### config.mk
export PLATFORM = sky130hd
export DESIGN_NAME = amp_cfg_sequencer
export DESIGN_NICKNAME = d
export VERILOG_FILES = /design/src/rtl/amp_cfg_sequencer.sv
export SDC_FILE = /design/constraint.sdc
export NUM_CORES = 1
export LEC_CHECK = 0
export ABC_AREA = 0
export BUFFER_PORTS_ARGS = -buffer_cell sky130_fd_sc_hd__buf_2
export CAP_MARGIN = 10
export CORE_ASPECT_RATIO = 0.75
export CORE_MARGIN = 2
export CORE_UTILIZATION = 60
export CTS_BUF_LIST = sky130_fd_sc_hd__clkbuf_16
export DETAILED_ROUTE_END_ITERATION = 6
export GPL_TIMING_DRIVEN = 0
export PLACE_DENSITY = 0.78
export REMOVE_ABC_BUFFERS = 1
export SKIP_LAST_GASP = 1
export SYNTH_ARGS = -nofsm -noshare
export SYNTH_HDL_FRONTEND = slang
export SYNTH_SLANG_ARGS = --single-unit
### constraint.sdc
create_clock -name clk_in -period 5.95 [get_ports clk_in]
set_clock_uncertainty 0.2 [all_clocks]
set_input_delay 0.8925 -clock clk_in [delete_from_list [all_inputs] [get_ports clk_in]]
set_output_delay 0.8925 -clock clk_in [all_outputs]
set_load 0.02 [all_outputs]
### src/rtl/amp_cfg_sequencer.sv
`timescale 1ns/1ps
// Amplifier power-up and I2C configuration sequencer: power, trigger the master, watch the bus to idle.
// Latency: trigger after PWRUP_CYC+SETTLE_CYC; DONE IDLE_CYC cycles after the final STOP; ERR TIMEOUT_CYC after trigger.
// Backpressure: none; start_req is honoured only in DONE/ERR and dropped elsewhere (no queuing).
module amp_cfg_sequencer #(
    parameter int PWRUP_CYC   = 1000,
    parameter int SETTLE_CYC  = 200,
    parameter int TRIG_CYC    = 16,
    parameter int IDLE_CYC    = 400,
    parameter int TIMEOUT_CYC = 60000,
    parameter int CNT_W       = 16
) (
    input  logic clk_in,
    input  logic resetb,
    input  logic start_req,
    input  logic bus_scl,
    input  logic bus_sda,
    output logic if_resetb,
    output logic send_cfg,
    output logic amp_en,
    output logic amp_mute,
    output logic cfg_busy,
    output logic cfg_done,
    output logic cfg_err
);

    typedef enum logic [2:0] {
        ST_PWR_WAIT   = 3'd0,
        ST_SETTLE     = 3'd1,
        ST_TRIGGER    = 3'd2,
        ST_WAIT_START = 3'd3,
        ST_WAIT_IDLE  = 3'd4,
        ST_DONE       = 3'd5,
        ST_ERR        = 3'd6
    } state_t;

    localparam logic [CNT_W-1:0] C_ZERO      = '0;
    localparam logic [CNT_W-1:0] C_ONE       = CNT_W'(1);
    localparam logic [CNT_W-1:0] C_PWRUP_M1  = CNT_W'(PWRUP_CYC - 1);
    localparam logic [CNT_W-1:0] C_SETTLE_M1 = CNT_W'(SETTLE_CYC - 1);
    localparam logic [CNT_W-1:0] C_TRIG_M1   = CNT_W'(TRIG_CYC - 1);
    localparam logic [CNT_W-1:0] C_IDLE_M1   = CNT_W'(IDLE_CYC - 1);
    localparam logic [CNT_W-1:0] C_TO        = CNT_W'(TIMEOUT_CYC);
    localparam logic [CNT_W-1:0] C_TO_M1     = CNT_W'(TIMEOUT_CYC - 1);

    state_t           r_state;
    state_t           w_nxt_state;
    logic [CNT_W-1:0] r_phase_cnt;
    logic [CNT_W-1:0] w_phase_ld;
    logic [CNT_W-1:0] r_to_cnt;
    logic [CNT_W-1:0] r_idle_cnt;
    logic             r_scl_q;
    logic             r_sda_q;
    logic             r_scl_p;
    logic             r_sda_p;
    logic             r_stop_seen;
    logic             w_start;
    logic             w_stop;
    logic             w_enter_trig;
    logic             w_enter_idle;
    logic             w_to_hit;
    logic             w_bus_idle;
    logic             w_if_resetb;
    logic             w_send_cfg;
    logic             w_amp_en;
    logic             w_amp_mute;
    logic             w_busy;
    logic             w_done;
    logic             w_err;

    // START/STOP need SCL high in both the current and previous sample.
    assign w_start      = r_scl_p & r_scl_q & r_sda_p & ~r_sda_q;
    assign w_stop       = r_scl_p & r_scl_q & ~r_sda_p & r_sda_q;
    assign w_bus_idle   = r_scl_q & r_sda_q;
    assign w_enter_trig = (w_nxt_state == ST_TRIGGER) && (r_state != ST_TRIGGER);
    assign w_enter_idle = (w_nxt_state == ST_WAIT_IDLE) && (r_state != ST_WAIT_IDLE);
    // Compare against TIMEOUT-1 so ERR lands exactly TIMEOUT_CYC cycles after trigger entry,
    // on the same edge the counter reaches TIMEOUT_CYC.
    assign w_to_hit     = (r_to_cnt >= C_TO_M1);

    // Bus sample pipeline: current and previous SCL/SDA, idle-high after reset.
    always_ff @(posedge clk_in or negedge resetb) begin
        if (!resetb) begin
            r_scl_q <= 1'b1;
            r_sda_q <= 1'b1;
            r_scl_p <= 1'b1;
            r_sda_p <= 1'b1;
        end else begin
            r_scl_q <= bus_scl;
            r_sda_q <= bus_sda;
            r_scl_p <= r_scl_q;
            r_sda_p <= r_sda_q;
        end
    end

    // Transaction tracking: last event was STOP, and length of the current all-high run.
    always_ff @(posedge clk_in or negedge resetb) begin
        if (!resetb) begin
            r_stop_seen <= 1'b0;
            r_idle_cnt  <= C_ZERO;
        end else begin
            if (w_enter_trig) begin
                r_stop_seen <= 1'b0;
            end else if (w_stop) begin
                r_stop_seen <= 1'b1;
            end else if (w_start) begin
                r_stop_seen <= 1'b0;
            end

            // Saturates at IDLE_CYC-1 so a long idle stretch never wraps back to zero.
            if (w_enter_trig || w_enter_idle || !w_bus_idle) begin
                r_idle_cnt <= C_ZERO;
            end else if (r_idle_cnt != C_IDLE_M1) begin
                r_idle_cnt <= r_idle_cnt + C_ONE;
            end
        end
    end

    // Phase counter reloads on every state change; timeout counter restarts at trigger and saturates.
    always_ff @(posedge clk_in or negedge resetb) begin
        if (!resetb) begin
            r_phase_cnt <= C_PWRUP_M1;
            r_to_cnt    <= C_ZERO;
        end else begin
            if (w_nxt_state != r_state) begin
                r_phase_cnt <= w_phase_ld;
            end else if (r_phase_cnt != C_ZERO) begin
                r_phase_cnt <= r_phase_cnt - C_ONE;
            end

            if (w_enter_trig) begin
                r_to_cnt <= C_ZERO;
            end else if (r_to_cnt != C_TO) begin
                r_to_cnt <= r_to_cnt + C_ONE;
            end
        end
    end

    // State register.
    always_ff @(posedge clk_in or negedge resetb) begin
        if (!resetb) begin
            r_state <= ST_PWR_WAIT;
        end else begin
            r_state <= w_nxt_state;
        end
    end

    // Next-state logic plus output decode of the next state, so outputs register in step with the state.
    always_comb begin
        w_nxt_state = r_state;
        w_phase_ld  = C_ZERO;
        w_if_resetb = 1'b0;
        w_send_cfg  = 1'b0;
        w_amp_en    = 1'b1;
        w_amp_mute  = 1'b1;
        w_busy      = 1'b1;
        w_done      = 1'b0;
        w_err       = 1'b0;

        case (r_state)
            ST_PWR_WAIT: begin
                if (r_phase_cnt == C_ZERO) w_nxt_state = ST_SETTLE;
            end
            ST_SETTLE: begin
                if (r_phase_cnt == C_ZERO) w_nxt_state = ST_TRIGGER;
            end
            ST_TRIGGER: begin
                if (r_phase_cnt == C_ZERO) w_nxt_state = ST_WAIT_START;
            end
            ST_WAIT_START: begin
                if (w_to_hit) begin
                    w_nxt_state = ST_ERR;
                end else if (w_start) begin
                    w_nxt_state = ST_WAIT_IDLE;
                end
            end
            ST_WAIT_IDLE: begin
                if (w_to_hit) begin
                    w_nxt_state = ST_ERR;
                end else if (r_stop_seen && (r_idle_cnt == C_IDLE_M1)) begin
                    w_nxt_state = ST_DONE;
                end
            end
            ST_DONE, ST_ERR: begin
                // Re-entering SETTLE holds the master in reset so it will accept a fresh trigger.
                if (start_req) w_nxt_state = ST_SETTLE;
            end
            default: begin
                w_nxt_state = ST_PWR_WAIT;
            end
        endcase

        case (w_nxt_state)
            ST_PWR_WAIT: begin
                w_phase_ld = C_PWRUP_M1;
                w_amp_en   = 1'b0;
            end
            ST_SETTLE: begin
                w_phase_ld = C_SETTLE_M1;
            end
            ST_TRIGGER: begin
                w_phase_ld  = C_TRIG_M1;
                w_if_resetb = 1'b1;
                w_send_cfg  = 1'b1;
            end
            ST_WAIT_START, ST_WAIT_IDLE: begin
                w_if_resetb = 1'b1;
            end
            ST_DONE: begin
                w_if_resetb = 1'b1;
                w_amp_mute  = 1'b0;
                w_busy      = 1'b0;
                w_done      = 1'b1;
            end
            ST_ERR: begin
                w_if_resetb = 1'b1;
                w_busy      = 1'b0;
                w_err       = 1'b1;
            end
            default: begin
                w_amp_en = 1'b0;
            end
        endcase
    end

    // Registered outputs.
    always_ff @(posedge clk_in or negedge resetb) begin
        if (!resetb) begin
            if_resetb <= 1'b0;
            send_cfg  <= 1'b0;
            amp_en    <= 1'b0;
            amp_mute  <= 1'b1;
            cfg_busy  <= 1'b1;
            cfg_done  <= 1'b0;
            cfg_err   <= 1'b0;
        end else begin
            if_resetb <= w_if_resetb;
            send_cfg  <= w_send_cfg;
            amp_en    <= w_amp_en;
            amp_mute  <= w_amp_mute;
            cfg_busy  <= w_busy;
            cfg_done  <= w_done;
            cfg_err   <= w_err;
        end
    end

endmodule

# Word-level counts from Yosys, hierarchy flattened
# Index checks and enable logic that the tools add are counted.
word_totals:
  output_inout_bits: 7
  regBits: 63
classes:
  n_lt_le_gt_ge: 1
  bitwise_logic: 8
  n_reduce_logical: 18
  addsub: 3
  muxes: 26
  n_eq_ne: 18
ops:
  columns: ["cell", "count"]
  rows:
  - ["two-way mux 16 bit", 6]
  - ["adder 16 x 1 -> 16 bit (second input constant)", 2]
  - ["one-hot mux 10 bit (3 select lines)", 1]
  - ["two-way mux 3 bit", 8]
  - ["equality test 3 bit (second input constant)", 6]
  - ["one-hot mux 3 bit (6 select lines)", 1]
  - ["equality test 16 x 9 -> 1 bit (second input constant)", 1]
  - ["greater-or-equal comparator 16 bit (second input constant)", 1]
  - ["zero test 16 bit", 1]
  - ["inequality test 16 bit (second input constant)", 1]
  - ["inequality test 16 x 9 -> 1 bit (second input constant)", 1]
  - ["nonzero test 16 bit", 1]
  - ["subtractor 16 x 1 -> 16 bit (second input constant)", 1]
  - ["equality test 3 x 2 -> 1 bit (second input constant)", 4]
  - ["two-way mux 1 bit", 10]
  - ["AND 1 bit", 6]
  - ["equality test 3 x 1 -> 1 bit (second input constant)", 2]
  - ["zero test 3 bit", 2]
  - ["nonzero test 2 bit", 3]
  - ["OR reduction 6 bit", 1]
  - ["OR reduction 5 bit", 1]
  - ["OR reduction 2 bit", 2]
  - ["logical AND 1 bit", 3]
  - ["inequality test 3 x 2 -> 1 bit (second input constant)", 1]
  - ["other kinds (6)", 8]

# Depth between registers and ports, before layout
depth:
  depth_word: 11
  ltp_mapped: 10

# Worst setup path after synthesis
# Ideal clock, no wire load.
synth_timing:
  path_type: "input-to-reg"
  startpoint: "input port start_req"
  endpoint: "register r_phase_cnt[6]"
  path_buffers: 1
  arrival_time_ps: 2303
  setup_ps: 76
  slack_ps: 3371
  stages: 7
  t_required_ps: 5674
  path_cell_list: "o21ai_0 > a21oi_1 > o21bai_1 > a211oi_1 > o21ai_4 > buf_6 > mux2i_1"
synth_between:
  elab_chain_len: 5
  elab_cells_between_ends: 9
  cone_classes: "eq/ne: 3; mux: 4; reduce/logical: 2"
synth_lines:
  columns: ["item", "line_no", "rtl"]
  rows:
  - ["start, declared", "15", "input logic start_req,"]
  - ["two-way mux 3 bit (*)", "186", "if (start_req) w_nxt_state = ST_SETTLE;"]
  - ["one-hot mux 3 bit (6 select lines) (*)", "160", "case (r_state)"]
  - ["equality test 3 x 2 -> 1 bit (tied with other cells)", "193", "case (w_nxt_state)"]
  - ["one-hot mux 10 bit (3 select lines)", "193", null]
  - ["two-way mux 16 bit", "125", "if (w_nxt_state != r_state) begin"]
  - ["end signal, assigned", "126", "r_phase_cnt <= w_phase_ld;"]
  - ["end signal, assigned", "128", "r_phase_cnt <= r_phase_cnt - C_ONE;"]
  - ["end, declared", "48", "logic [CNT_W-1:0] r_phase_cnt;"]
# Every way passes the cells marked *; elsewhere a longest branch is shown, timed or not.
# A chain may end at the register's enable or synchronous reset.

# Worst setup path in the final report
layout_timing:
  startpoint: "register r_to_cnt[0]"
  endpoint: "register amp_en"
layout_between:
  elab_chain_len: 6
  elab_cells_between_ends: 12
  cone_classes: "order compare: 1; eq/ne: 6; mux: 4; reduce/logical: 1"
layout_lines:
  columns: ["item", "line_no", "rtl"]
  rows:
  - ["start, declared", "50", "logic [CNT_W-1:0] r_to_cnt;"]
  - ["start signal, assigned", "134", "r_to_cnt <= r_to_cnt + C_ONE;"]
  - ["greater-or-equal comparator 16 bit (*)", "79", "assign w_to_hit = (r_to_cnt >= C_TO_M1);"]
  - ["two-way mux 3 bit, on equally long branches", "178, 171", null]
  - ["one-hot mux 3 bit (6 select lines) (*)", "160", null]
  - ["equality test 3 x 2 -> 1 bit (tied with other cells)", "193", null]
  - ["OR reduction 6 bit (no source line) (*)", null, null]
  - ["two-way mux 1 bit (*)", "193", null]
  - ["named net w_amp_en", "65", "logic w_amp_en;"]
  - ["end signal, assigned", "239", "amp_en <= w_amp_en;"]
  - ["end, declared", "20", "output logic amp_en,"]
# The timed path passes the listed nets; every way through them passes the cells marked *.

==> out/metrics.csv <==
stage,metric,value,unit
place,port_buffers,11,
detailed_routing,drcViolationCount,0,
critical_path,timing.rr.end,amp_en,
clocking,cts_tree,yes,
floorplan,core_area,5295,um^2
clocking,insertion_delay,0.33,ns
timing,setup_violations,0,
critical_path,path_cells,ha_1 -> and4_1 -> o221ai_1 -> a21oi_1 -> o32ai_1 -> o21ai_0 -> or2_2,
detailed_routing,dr.pass1.iters,4,
final_layout,n_antenna_cell,0,
timing,hold_viol_final,0,
timing,period_needed,2.980,ns
clocking,postCtsHoldBufs,0,
timing,period_share,50.08,%
global_routing,grt_antenna_before_repair,0,
floorplan,start_util,61.65,%
critical_path,reg2regPathDepth,7,
place,placed_area,3366,um^2
synthesis,syn_inst,326,
critical_path,cp_top_family,compound AO/OA/AOI/OAI gates,
min_path,hp-start,r_sda_q,
timing,fmax,0.3356,GHz
synthesis,syn_area_per_cell,10.01,um^2
timing,rsz0062_at_grt,no,
clocking,cts_inserted_buffers,9,
clocking,cts_buffer_depth,2,
floorplan,dieWidth,89.17,um
clocking,post_cts_buffers,0,
critical_path,max_stage_delay,0.63,ns
clocking,cts_sinks,63,
clocking,cts_resized,0,
final_layout,stdcell_area,3641,um^2
synthesis,syn_area,3264,um^2
min_path,hold_depth,0,
critical_path,endpoint_kind,flop,
synthesis,post_synth_num_cell_types,54,
synthesis,synth-seq-area-share,48.83,%
detailed_routing,finalWirelength,5.863,mm
critical_path,slowest_stage,o32ai_1,
critical_path,worstSetupPathType,flop to flop,
timing,finalSetupTns,0,ns
place,place_congestion,0.8369,
final_layout,areaGrowthSynthToFinish,11.54,%
status,outcome,"complete, no violations",
clocking,clk_pin_slew,0.05,ns
global_routing,grt_usage,21.94,%
global_routing,grt_max_degree,38,
critical_path,r2r_slack,2.97,ns
critical_path,critPathBufInv,0,
global_routing,grt_overflow,0,
final_layout,nNetsFinal,350,
clocking,root_buffer,clkbuf_16,
timing,slew_headroom,45.65,%
floorplan,io_pins,12,
floorplan,die-area,6053,um^2
detailed_routing,routedWlPerCell,13.93,um
pwr,power_density,253.4,nW/um^2
global_routing,grt_pass1_vias,2054,
critical_path,reg2reg_from,r_to_cnt[0],
synthesis,synth-async-reset-ratio,100.0,%
synthesis,ys.warnings.count,0,
global_routing,grt_pass1_wl,9.749,mm
synthesis,synth-edff-count,0,
floorplan,die_y,67.88,um
floorplan,core.rowCount,23,
final_layout,layout-drive-gt1-share,16.18,%
critical_path,startpoint_type,flop,
detailed_routing,via_count,2323,
timing,worstMarginPinSlew,0.8136,ns
min_path,min_to,r_sda_p,
critical_path,cp.required,5.97,ns
detailed_routing,drtIter0Drc,108,
detailed_routing,viasPerCell,5.518,
synthesis,synth_ff_type,dfrtp_1,
clocking,htreeDepth,3,
timing,slew_violations,0,
place,dp_hpwl,4.075,mm
detailed_routing,antenna_left,0,
run,maxCapViolations,0,
synthesis,yosys_register_bits,63,
pwr,ir_worst_vdd,0.1807,mV
min_path,min_path_type,flop to flop,
critical_path,crit_fanout,5,
pwr,total_leakage_power,1.517,nW
critical_path,worstPathArrival,2.99,ns
-- logic make-up (layout without fill, tap and decap cells) --
group	after synthesis	in the layout	synth area share (%)
and+or+nand+nor	150	150	24.76
AOI/OAI and AO/OA	49	49	10.20
xor gates and xnor gates	33	33	8.854
adders and majority gates	4	4	1.533
buffers and inverters	19	39	3.334
muxes	8	8	2.491
DFF	63	63	48.83
-- power breakdown --
group	internal [mW]	total, mW	switching (mW)
clock	0.281	0.471	0.190
sequential	0.433	0.435	0.00241
combinational	0.00429	0.0161	0.0118
-- cells in the mapped netlist (all sizes together) (2+ instances only) --
master | n | area, um^2
dfrtp | 49 | 1226
nor2 | 47 | 176.4
nand2 | 28 | 105.1
xor2 | 22 | 192.7
a21oi | 17 | 85.08
nand3 | 17 | 85.08
dfstp | 14 | 367.9
o21ai | 12 | 71.32
inv | 11 | 41.29
xnor2 | 11 | 96.34
or3 | 9 | 57.56
nor4 | 8 | 65.06
mux2i | 7 | 70.07
nand4 | 6 | 37.54
nor3 | 6 | 30.03
a211oi | 5 | 37.54
buf | 5 | 46.29
ha | 4 | 50.05
or2 | 4 | 25.03
a21o | 3 | 22.52
and3 | 3 | 18.77
clkbuf | 3 | 21.27
nand3b | 3 | 22.52
nor3b | 3 | 27.52
o31ai | 3 | 22.52
or4 | 3 | 26.27
a311oi | 2 | 17.52
and2 | 2 | 12.51
and4 | 2 | 17.52
nand4b | 2 | 32.53
nor2b | 2 | 12.51
nor4b | 2 | 23.77
o21bai | 2 | 15.01
-- area by class of cell --
type	count	area (um^2)
clock buffers	9	225.2
clock inverters	7	50.05
fillers	416	1654
inverters	11	41.29
multi-input cells	244	1562
flip-flops and latches	63	1594
well taps	75	93.84
repair buffers	12	75.07
-- placed cells by master (no fill, tap or decap), types with 6 or more instances in the layout --
master / instances
dfrtp_1: 49
nor2_1: 47
nand2_1: 28
xor2_1: 22
a21oi_1: 17
nand3_1: 17
dfstp_2: 14
o21ai_0: 11
xnor2_1: 11
buf_2: 11
inv_1: 10
clkbuf_16: 9
or3_1: 8
nor4_1: 7
mux2i_1: 7
nand4_1: 6
nor3_1: 6
-- per-layer routing --
metal  vias to the layer above  routed length [um]  GRT usage [%]
li1                       1176                   -              -
met1                      1109                2974          30.77
met2                        31                2563          31.20
met3                         7                 243          7.961
met4                         0                  82          8.396
met5                         -                   0              0
-- registers in the layout, indices dropped and copies added, names as in the netlist --
register and count:
r_idle_cnt 16, r_phase_cnt 16, r_to_cnt 16, r_state 3, amp_en 1, amp_mute 1
cfg_busy 1, cfg_done 1, cfg_err 1, if_resetb 1, r_scl_p 1, r_scl_q 1
r_sda_p 1, r_sda_q 1, r_stop_seen 1, send_cfg 1
-- worst max path at each step --
stage                              start        endpoint  slack [ns]  cells after the start
after CTS                    r_to_cnt[0]          amp_en        2.98                      7
after global routing      r_phase_cnt[0]  r_phase_cnt[5]        2.81                      8
final                        r_to_cnt[0]          amp_en        2.97                      7
after detailed placement       start_req  r_phase_cnt[5]        2.94                      7
after floorplan           r_phase_cnt[0]          amp_en        3.35                      8
after global placement         start_req  r_phase_cnt[5]        2.97                      7
-- per-stage QoR --
stage          setup WS [ns]  instances  hold slack (ns)  power [mW]  util (%)
6_report               2.971        421           0.1908      0.9225     68.76
5_1_grt                2.809        421           0.2033      0.9567     68.76
4_1_cts                2.977        421           0.1915      0.9338     68.76
3_5_place_dp           2.941        405           0.1837      0.4591     63.56
3_3_place_gp           2.971        404           0.1817      0.4575     63.19
2_1_floorplan          3.351        318           0.1677      0.4463         -
No activity file was read; power rests on OpenSTA's default activity.
